File: src/rtl/trans_scan_scheduler_pkg.sv
// Shared definitions for the transducer scan scheduler.
// Holds the FSM state encoding, the carrier/array constants shared with the
// existing transducer logic, and the start-config validity check.
package trans_scan_scheduler_pkg;

  localparam int PERIOD_CNT = 1250;  // 50 MHz / 40 kHz
  localparam int DUTY_CNT   = 625;   // 50 % high
  localparam int N_TRANS    = 49;
  localparam int LEN_W      = 16;
  localparam int IDX_W      = 6;

  typedef enum logic [1:0] {IDLE, ARM, BURST, GAP} state_e;

  // A scan range is usable when it is non-empty and inside the array.
  function automatic logic cfg_ok(input logic [IDX_W-1:0] first,
                                  input logic [IDX_W-1:0] last,
                                  input int               n);
    return (first <= last) && (int'(last) < n);
  endfunction

endpackage

File: src/rtl/trans_scan_scheduler_if.sv
// Host <-> scheduler bundle.
//   master: host/config side (drives start/stop/config, reads status + trans)
//   slave : scheduler side
interface trans_scan_scheduler_if #(
  parameter int N_TRANS = trans_scan_scheduler_pkg::N_TRANS,
  parameter int LEN_W   = trans_scan_scheduler_pkg::LEN_W
);
  logic                                        start;
  logic                                        stop;
  logic                                        loop_en;
  logic [trans_scan_scheduler_pkg::IDX_W-1:0]  first_idx;
  logic [trans_scan_scheduler_pkg::IDX_W-1:0]  last_idx;
  logic [LEN_W-1:0]                            burst_len;
  logic [LEN_W-1:0]                            gap_len;
  logic                                        busy;
  logic                                        done;
  logic                                        cfg_err;
  logic [trans_scan_scheduler_pkg::IDX_W-1:0]  cur_idx;
  logic                                        period_tick;
  logic [N_TRANS-1:0]                          trans;

  modport master (
    output start, stop, loop_en, first_idx, last_idx, burst_len, gap_len,
    input  busy, done, cfg_err, cur_idx, period_tick, trans
  );

  modport slave (
    input  start, stop, loop_en, first_idx, last_idx, burst_len, gap_len,
    output busy, done, cfg_err, cur_idx, period_tick, trans
  );
endinterface

File: src/rtl/trans_scan_scheduler_carrier_gen.sv
// Free-running carrier period counter.
//   CLK, RST    : clock, synchronous active-high reset (cnt -> 0)
//   pbound      : current cycle is the last of the carrier period
//   pbound_nxt  : next cycle will be the last of the period
//   carrier_nxt : carrier level (cnt < DUTY_CNT) for the next cycle
// The *_nxt outputs let the parent register its outputs without a cycle lag.
module trans_scan_scheduler_carrier_gen #(
  parameter int PERIOD_CNT = trans_scan_scheduler_pkg::PERIOD_CNT,
  parameter int DUTY_CNT   = trans_scan_scheduler_pkg::DUTY_CNT
) (
  input  logic CLK,
  input  logic RST,
  output logic pbound,
  output logic pbound_nxt,
  output logic carrier_nxt
);
  localparam int CW = $clog2(PERIOD_CNT);

  logic [CW-1:0] cnt_q, cnt_d;

  always_comb begin
    cnt_d       = (cnt_q == CW'(PERIOD_CNT - 1)) ? '0 : cnt_q + 1'b1;
    pbound      = (cnt_q == CW'(PERIOD_CNT - 1));
    pbound_nxt  = (cnt_d == CW'(PERIOD_CNT - 1));
    carrier_nxt = (cnt_d <  CW'(DUTY_CNT));
  end

  always_ff @(posedge CLK) begin
    if (RST) cnt_q <= '0;
    else     cnt_q <= cnt_d;
  end
endmodule

File: src/rtl/trans_scan_scheduler.sv
// Host-controlled scan scheduler for the ultrasonic transducer array.
// Drives one transducer at a time with bursts of whole carrier periods,
// separated by silent gaps; all transitions happen on period boundaries.
//   CLK, RST : clock, synchronous active-high reset
//   bus      : slave side of trans_scan_scheduler_if (start/stop/config in,
//              busy/done/cfg_err/cur_idx/period_tick/trans out, all registered)
module trans_scan_scheduler
  import trans_scan_scheduler_pkg::*;
#(
  parameter int PERIOD_CNT = trans_scan_scheduler_pkg::PERIOD_CNT,
  parameter int DUTY_CNT   = trans_scan_scheduler_pkg::DUTY_CNT,
  parameter int N_TRANS    = trans_scan_scheduler_pkg::N_TRANS,
  parameter int LEN_W      = trans_scan_scheduler_pkg::LEN_W
) (
  input logic                   CLK,
  input logic                   RST,
  trans_scan_scheduler_if.slave bus
);
  state_e             state_q, state_d;
  logic [IDX_W-1:0]   idx_q, idx_d, first_q, first_d, last_q, last_d;
  logic [LEN_W-1:0]   per_q, per_d, burst_m1_q, burst_m1_d, gap_q, gap_d;
  logic               loop_q, loop_d, stop_pend_q, stop_pend_d;
  logic               busy_q, busy_d, done_q, done_d, cfg_err_q, cfg_err_d;
  logic               tick_q;
  logic [IDX_W-1:0]   cur_idx_q, cur_idx_d;
  logic [N_TRANS-1:0] trans_q, trans_d;
  logic               pbound, pbound_nxt, carrier_nxt;
  logic               adv, stop_now, drive;

  trans_scan_scheduler_carrier_gen #(
    .PERIOD_CNT (PERIOD_CNT),
    .DUTY_CNT   (DUTY_CNT)
  ) u_carrier (
    .CLK         (CLK),
    .RST         (RST),
    .pbound      (pbound),
    .pbound_nxt  (pbound_nxt),
    .carrier_nxt (carrier_nxt)
  );

  always_comb begin
    state_d     = state_q;
    idx_d       = idx_q;
    per_d       = per_q;
    first_d     = first_q;
    last_d      = last_q;
    burst_m1_d  = burst_m1_q;
    gap_d       = gap_q;
    loop_d      = loop_q;
    stop_pend_d = stop_pend_q;
    done_d      = 1'b0;
    cfg_err_d   = 1'b0;
    adv         = 1'b0;
    // A stop landing on the boundary cycle itself takes effect there.
    stop_now    = (state_q != IDLE) && (stop_pend_q || bus.stop);

    unique case (state_q)
      IDLE: if (bus.start) begin
        if (cfg_ok(bus.first_idx, bus.last_idx, N_TRANS)) begin
          first_d    = bus.first_idx;
          last_d     = bus.last_idx;
          // burst_len 0 behaves as 1; storing len-1 avoids a LEN_W+1 compare.
          burst_m1_d = (bus.burst_len == '0) ? '0 : bus.burst_len - 1'b1;
          gap_d      = bus.gap_len;
          loop_d     = bus.loop_en;
          state_d    = ARM;
        end else begin
          cfg_err_d  = 1'b1;
        end
      end
      ARM: if (pbound) begin
        state_d = BURST;
        idx_d   = first_q;
        per_d   = '0;
      end
      BURST: if (pbound) begin
        if (per_q == burst_m1_q) begin
          per_d = '0;
          if (gap_q != '0) state_d = GAP;
          else             adv     = 1'b1;
        end else begin
          per_d = per_q + 1'b1;
        end
      end
      GAP: if (pbound) begin
        if (per_q == gap_q - 1'b1) begin
          per_d = '0;
          adv   = 1'b1;
        end else begin
          per_d = per_q + 1'b1;
        end
      end
      default: state_d = IDLE;
    endcase

    if (adv) begin
      if (idx_q < last_q) begin
        idx_d   = idx_q + 1'b1;
        state_d = BURST;
      end else if (loop_q) begin
        idx_d   = first_q;
        state_d = BURST;
      end else begin
        state_d = IDLE;
        done_d  = 1'b1;
      end
    end

    if (state_q != IDLE && bus.stop) stop_pend_d = 1'b1;
    if (stop_now && pbound) begin
      state_d = IDLE;
      done_d  = 1'b1;
    end
    if (state_d == IDLE) stop_pend_d = 1'b0;

    // Outputs are decoded from next state / next cnt so they line up with
    // the carrier edges once registered.
    busy_d    = (state_d != IDLE);
    cur_idx_d = (state_d == BURST || state_d == GAP) ? idx_d : '0;
    drive     = (state_d == BURST) && carrier_nxt;
    for (int i = 0; i < N_TRANS; i++) trans_d[i] = drive && (idx_d == IDX_W'(i));
  end

  always_ff @(posedge CLK) begin
    if (RST) begin
      state_q     <= IDLE;
      idx_q       <= '0;
      per_q       <= '0;
      first_q     <= '0;
      last_q      <= '0;
      burst_m1_q  <= '0;
      gap_q       <= '0;
      loop_q      <= 1'b0;
      stop_pend_q <= 1'b0;
      busy_q      <= 1'b0;
      done_q      <= 1'b0;
      cfg_err_q   <= 1'b0;
      tick_q      <= 1'b0;
      cur_idx_q   <= '0;
      trans_q     <= '0;
    end else begin
      state_q     <= state_d;
      idx_q       <= idx_d;
      per_q       <= per_d;
      first_q     <= first_d;
      last_q      <= last_d;
      burst_m1_q  <= burst_m1_d;
      gap_q       <= gap_d;
      loop_q      <= loop_d;
      stop_pend_q <= stop_pend_d;
      busy_q      <= busy_d;
      done_q      <= done_d;
      cfg_err_q   <= cfg_err_d;
      tick_q      <= pbound_nxt;
      cur_idx_q   <= cur_idx_d;
      trans_q     <= trans_d;
    end
  end

  assign bus.busy        = busy_q;
  assign bus.done        = done_q;
  assign bus.cfg_err     = cfg_err_q;
  assign bus.cur_idx     = cur_idx_q;
  assign bus.period_tick = tick_q;
  assign bus.trans       = trans_q;
endmodule
File: src/flat_wrapper.sv
// flat-port wrapper written by rule: the top's interface ports become plain ports
module trans_scan_scheduler_flat import trans_scan_scheduler_pkg::*;
#(
  parameter int PERIOD_CNT = trans_scan_scheduler_pkg::PERIOD_CNT,
  parameter int DUTY_CNT   = trans_scan_scheduler_pkg::DUTY_CNT,
  parameter int N_TRANS    = trans_scan_scheduler_pkg::N_TRANS,
  parameter int LEN_W      = trans_scan_scheduler_pkg::LEN_W
)
  (CLK, RST, bus_start, bus_stop, bus_loop_en, bus_first_idx, bus_last_idx, bus_burst_len, bus_gap_len, bus_busy, bus_done, bus_cfg_err, bus_cur_idx, bus_period_tick, bus_trans);
  trans_scan_scheduler_if #(.N_TRANS(N_TRANS), .LEN_W(LEN_W)) bus_i ();
  input logic CLK;
  input logic RST;
  input wire logic [$bits(bus_i.start)-1:0] bus_start;
  input wire logic [$bits(bus_i.stop)-1:0] bus_stop;
  input wire logic [$bits(bus_i.loop_en)-1:0] bus_loop_en;
  input wire logic [$bits(bus_i.first_idx)-1:0] bus_first_idx;
  input wire logic [$bits(bus_i.last_idx)-1:0] bus_last_idx;
  input wire logic [$bits(bus_i.burst_len)-1:0] bus_burst_len;
  input wire logic [$bits(bus_i.gap_len)-1:0] bus_gap_len;
  output wire logic [$bits(bus_i.busy)-1:0] bus_busy;
  output wire logic [$bits(bus_i.done)-1:0] bus_done;
  output wire logic [$bits(bus_i.cfg_err)-1:0] bus_cfg_err;
  output wire logic [$bits(bus_i.cur_idx)-1:0] bus_cur_idx;
  output wire logic [$bits(bus_i.period_tick)-1:0] bus_period_tick;
  output wire logic [$bits(bus_i.trans)-1:0] bus_trans;
  assign bus_i.start = bus_start;
  assign bus_i.stop = bus_stop;
  assign bus_i.loop_en = bus_loop_en;
  assign bus_i.first_idx = bus_first_idx;
  assign bus_i.last_idx = bus_last_idx;
  assign bus_i.burst_len = bus_burst_len;
  assign bus_i.gap_len = bus_gap_len;
  assign bus_busy = bus_i.busy;
  assign bus_done = bus_i.done;
  assign bus_cfg_err = bus_i.cfg_err;
  assign bus_cur_idx = bus_i.cur_idx;
  assign bus_period_tick = bus_i.period_tick;
  assign bus_trans = bus_i.trans;
  trans_scan_scheduler #(.PERIOD_CNT(PERIOD_CNT), .DUTY_CNT(DUTY_CNT), .N_TRANS(N_TRANS), .LEN_W(LEN_W)) u_core (.CLK(CLK), .RST(RST), .bus(bus_i));
endmodule
File: config.mk
export PLATFORM = sky130hd
export DESIGN_NAME = trans_scan_scheduler_flat
export DESIGN_NICKNAME = d
export VERILOG_FILES = /design/src/rtl/trans_scan_scheduler_pkg.sv /design/src/rtl/trans_scan_scheduler_if.sv /design/src/rtl/trans_scan_scheduler_carrier_gen.sv /design/src/rtl/trans_scan_scheduler.sv /design/src/flat_wrapper.sv
export SDC_FILE = /design/constraint.sdc
export NUM_CORES = 1
export LEC_CHECK = 0
export CELL_PAD_IN_SITES_DETAIL_PLACEMENT = 1
export CELL_PAD_IN_SITES_GLOBAL_PLACEMENT = 1
export CORE_ASPECT_RATIO = 1.75
export CORE_MARGIN = 4
export CORE_UTILIZATION = 30
export DETAILED_ROUTE_END_ITERATION = 12
export PLACE_DENSITY_LB_ADDON = 0.1
export SYNTH_ARGS = -nofsm -noshare
export SYNTH_HDL_FRONTEND = slang
export SYNTH_HIERARCHICAL = 1
export SYNTH_SLANG_ARGS = --single-unit
export TNS_END_PERCENT = 1
File: constraint.sdc
create_clock -name CLK -period 3.7 [get_ports CLK]
set_input_delay 0.74 -clock CLK [delete_from_list [all_inputs] [get_ports CLK]]
set_output_delay 0.74 -clock CLK [all_outputs]
set_load 0.01 [all_outputs]
==> flow_metrics.py <==
metrics = {
    "run_status": {
        "status": "complete, no violations",
    },
    "timing": {
        "clock_skew_ns": 0.00852,
        "period_share": 0.936,
        "rsz0062_at_grt": "false",
        "hold_viol_final": 0,
        "fin_tns_setup_ns": 0,
        "tightest_slew_ns": 0.792,
        "fin_crit_ns": 3.46,
        "maxSlewHeadroom": 0.472,
        "max_freq_mhz": 289,
        "maxSlewViolCount": 0,
        "setup_viol": 0,
    },
    "place": {
        "placed_cells": 1211,
        "place_congestion": 0.832,
        "portBuffers": 107,
        "dp_hpwl_um": 17400,
    },
    "synth": {
        "synth.top_cell.area_share": 0.403,
        "yosysWarnings": 6,
        "synth_edf_count": 0,
        "synthTopCellsByArea": "dfxtp_1, nand2_1, xnor2_1",
        "ys_seq_area_frac": 0.403,
        "synthArstFlopShare": 0,
        "syn_nets": 882,
        "synth_top_cell_by_area": "dfxtp_1",
        "synth_cell_types": 78,
        "netlist_area_um2": 6950,
        "synth_cells": 816,
        "yosys_most_used_dff": "dfxtp_1",
        "ys_ff_latch": 140,
        "syn_area_per_cell_um2": 8.51,
    },
    "power": {
        "powerDensity_nw_per_um2": 436,
        "intPower_uw": 3010,
        "irDropWorstVdd_uv": 205,
        "pwr-share-comb": 0.121,
        "share_seq_of_total_power": 0.400,
        "sw_frac_of_total": 0.244,
        "switchingPower_uw": 971,
        "p_clk_frac": 0.479,
        "p_leak_uw": 0.00331,
    },
    "cts": {
        "holdBufCountCts": 0,
        "clockRootBuffer": "clkbuf_16",
        "numCtsBuffers": 17,
        "clock_path_buffers": 2,
        "clock-sinks": 140,
        "cts.htree.levels": 4,
        "clk_latency_ns": 0.43,
        "cts_tree": "built",
        "clk_pin_slew_ns": 0.06,
    },
    "detailed_routing": {
        "drc": 0,
        "drt_iter0_markers": 255,
        "viasPerCell": 5.11,
        "avgRoutedWirePerCell_um": 17.9,
        "antenna_left": 0,
        "num_vias": 6352,
        "totalWireLength_um": 22200,
        "first_pass_iters": 4,
    },
    "die": {
        "ios": 108,
        "coreArea_um2": 22700,
        "rows": 73,
        "die_area_um2": 25800,
        "die_height_um": 209,
        "start_util": 0.305,
        "die_w_um": 123,
    },
    "setup_path": {
        "crit_fanout": 25,
        "critPathKind": "flip-flop to flip-flop",
        "startpoint_type": "flip-flop",
        "cpPeakStageDelay_ns": 0.59,
        "path_delay_family": "simple AND/OR/NAND/NOR gates",
        "critical_path_required_ns": 4.02,
        "path_buf_inv": 1,
        "cp.arrival_ns": 3.78,
        "endpoint_kind": "flip-flop",
        "crit_slowest_cell": "or4_4",
        "cp_cell_sequence": "or4_4 > or3_4 > nor3_1 > buf_4 > a21o_1 > and2b_1 > a311oi_4 > a211o_4 > nor4_1",
    },
    "global_route": {
        "grt_antenna_before_repair": 0,
        "grt_first_pass_wirelength_um": 36000,
        "grt_pass1_vias": 6876,
        "track_usage": 0.179,
        "grt_overflow": 0,
        "grt_max_degree": 67,
    },
    "final_layout": {
        "nFillCells": 2628,
        "instances_no_fill": 1243,
        "n_antenna_cell": 0,
        "area_growth_pct": 31.7,
        "fin_nets": 996,
        "layout_commonest_cell": "dfxtp_1",
        "drive_above_1_share": 0.120,
        "layout_common_cells": "dfxtp_1, clkdlybuf4s50_1, nand2_1, nor2_1, a21oi_1",
    },
    "run": {
        "cap_viol_max_count": 0,
    },
    "min_path": {
        "hp-class": "flip-flop to flip-flop",
    },
}
[power groups by stage]
stage,clock [uW],sequential (uW),combinational [uW]
4_1_cts,1960,1590,492
6_report,1910,1590,484
2_1_floorplan,0,1610,313
3_5_place_dp,0,1630,489
5_1_grt,2020,1600,539
3_3_place_gp,0,1620,477
[sequential cells by signal (all words and copies together), names as in the netlist]
signal / count
u_core/bus.trans: 49
u_core/burst_m1_q: 16
u_core/gap_q: 16
u_core/per_q: 16
u_core/u_carrier/cnt_q: 11
u_core/bus.cur_idx: 6
u_core/first_q: 6
u_core/idx_q: 6
u_core/last_q: 6
u_core/state_q: 2
u_core/bus.busy: 1
u_core/bus.cfg_err: 1
u_core/bus.done: 1
u_core/bus.period_tick: 1
u_core/loop_q: 1
u_core/stop_pend_q: 1
[per-layer routing]
layer | up-vias | track usage | wire (um)
met1 | 3066 | 0.163 | 7660
met4 | 0 | 0.0860 | 712
met5 | - | 0 | 0
met2 | 136 | 0.366 | 13200
li1 | 3110 | - | -
met3 | 40 | 0.0262 | 689
[area by class of cell]
class,count,area (um^2),area share
multi-input cells,600,3800,0.416
flip-flops and latches,140,2800,0.306
repair buffers,147,1420,0.155
clock buffers,23,478,0.0522
well taps,300,375,0.0410
clock inverters,9,183,0.0200
inverters,24,90.1,0.00985
[cells by family after synthesis]
kind of cell / Yosys count / share of synthesized area
buffers and inverters: 76 / 0.0513
adders and majority gates: 17 / 0.0306
xor gates and xnor gates: 69 / 0.0870
and+or+nand+nor: 369 / 0.281
AOI/OAI and AO/OA: 136 / 0.133
DFF: 140 / 0.403
muxes: 9 / 0.0133
[metrics by stage]
step	hold WS, ns	worst slack (ns)	cell area [um^2]	total power, uW	utilization
floorplan	0.436	0.565	6950	1920	-
global placement	0.444	0.302	8480	2100	0.373
detailed placement	0.453	0.255	8480	2120	0.373
CTS	0.461	0.232	9140	4050	0.402
global route	0.488	0.00210	9150	4160	0.402
finish	0.457	0.236	9150	3990	0.402
[worst register-to-register path, delay by kind of cell (launching register included)]
family,cells,cell delay (ns)
compound gates,3,0.81
buf+inv,1,0.17
simple gates,5,1.99
flops,1,0.39
[repair_timing]
item | in CTS | in global routing
setup buffers | 0 | 0
gates resized for setup | 0 | 3
setup endpoints to repair | 0 | 20
[Yosys cell counts (5+ instances only)]
cell type,count
dfxtp_1,140
nand2_1,97
nor2_1,68
a21oi_1,60
nor3_1,45
xnor2_1,39
nor4_1,34
clkbuf_1,32
xor2_1,30
nand3_1,28
inv_1,24
ha_1,17
nand4_1,16
o21ai_0,13
nor2b_1,11
and2_1,9
a31oi_1,8
and3_1,8
or3_1,8
mux2i_1,7
nor4_2,7
buf_2,6
buf_6,6
o31ai_1,6
a311oi_1,5
buf_4,5
nand3b_1,5
o211ai_1,5
[worst paths after layout]
path	to	depth (start not counted)	from	slack [ns]
min	u_core/last_q[5]	2	u_core/last_q[5]	0.46
max reg2reg	u_core/bus.trans[39]	9	u_core/gap_q[9]	0.24
max	u_core/bus.trans[39]	9	u_core/gap_q[9]	0.24
min reg2reg	u_core/last_q[5]	2	u_core/last_q[5]	0.46
Power figures use the tool's default switching activity.
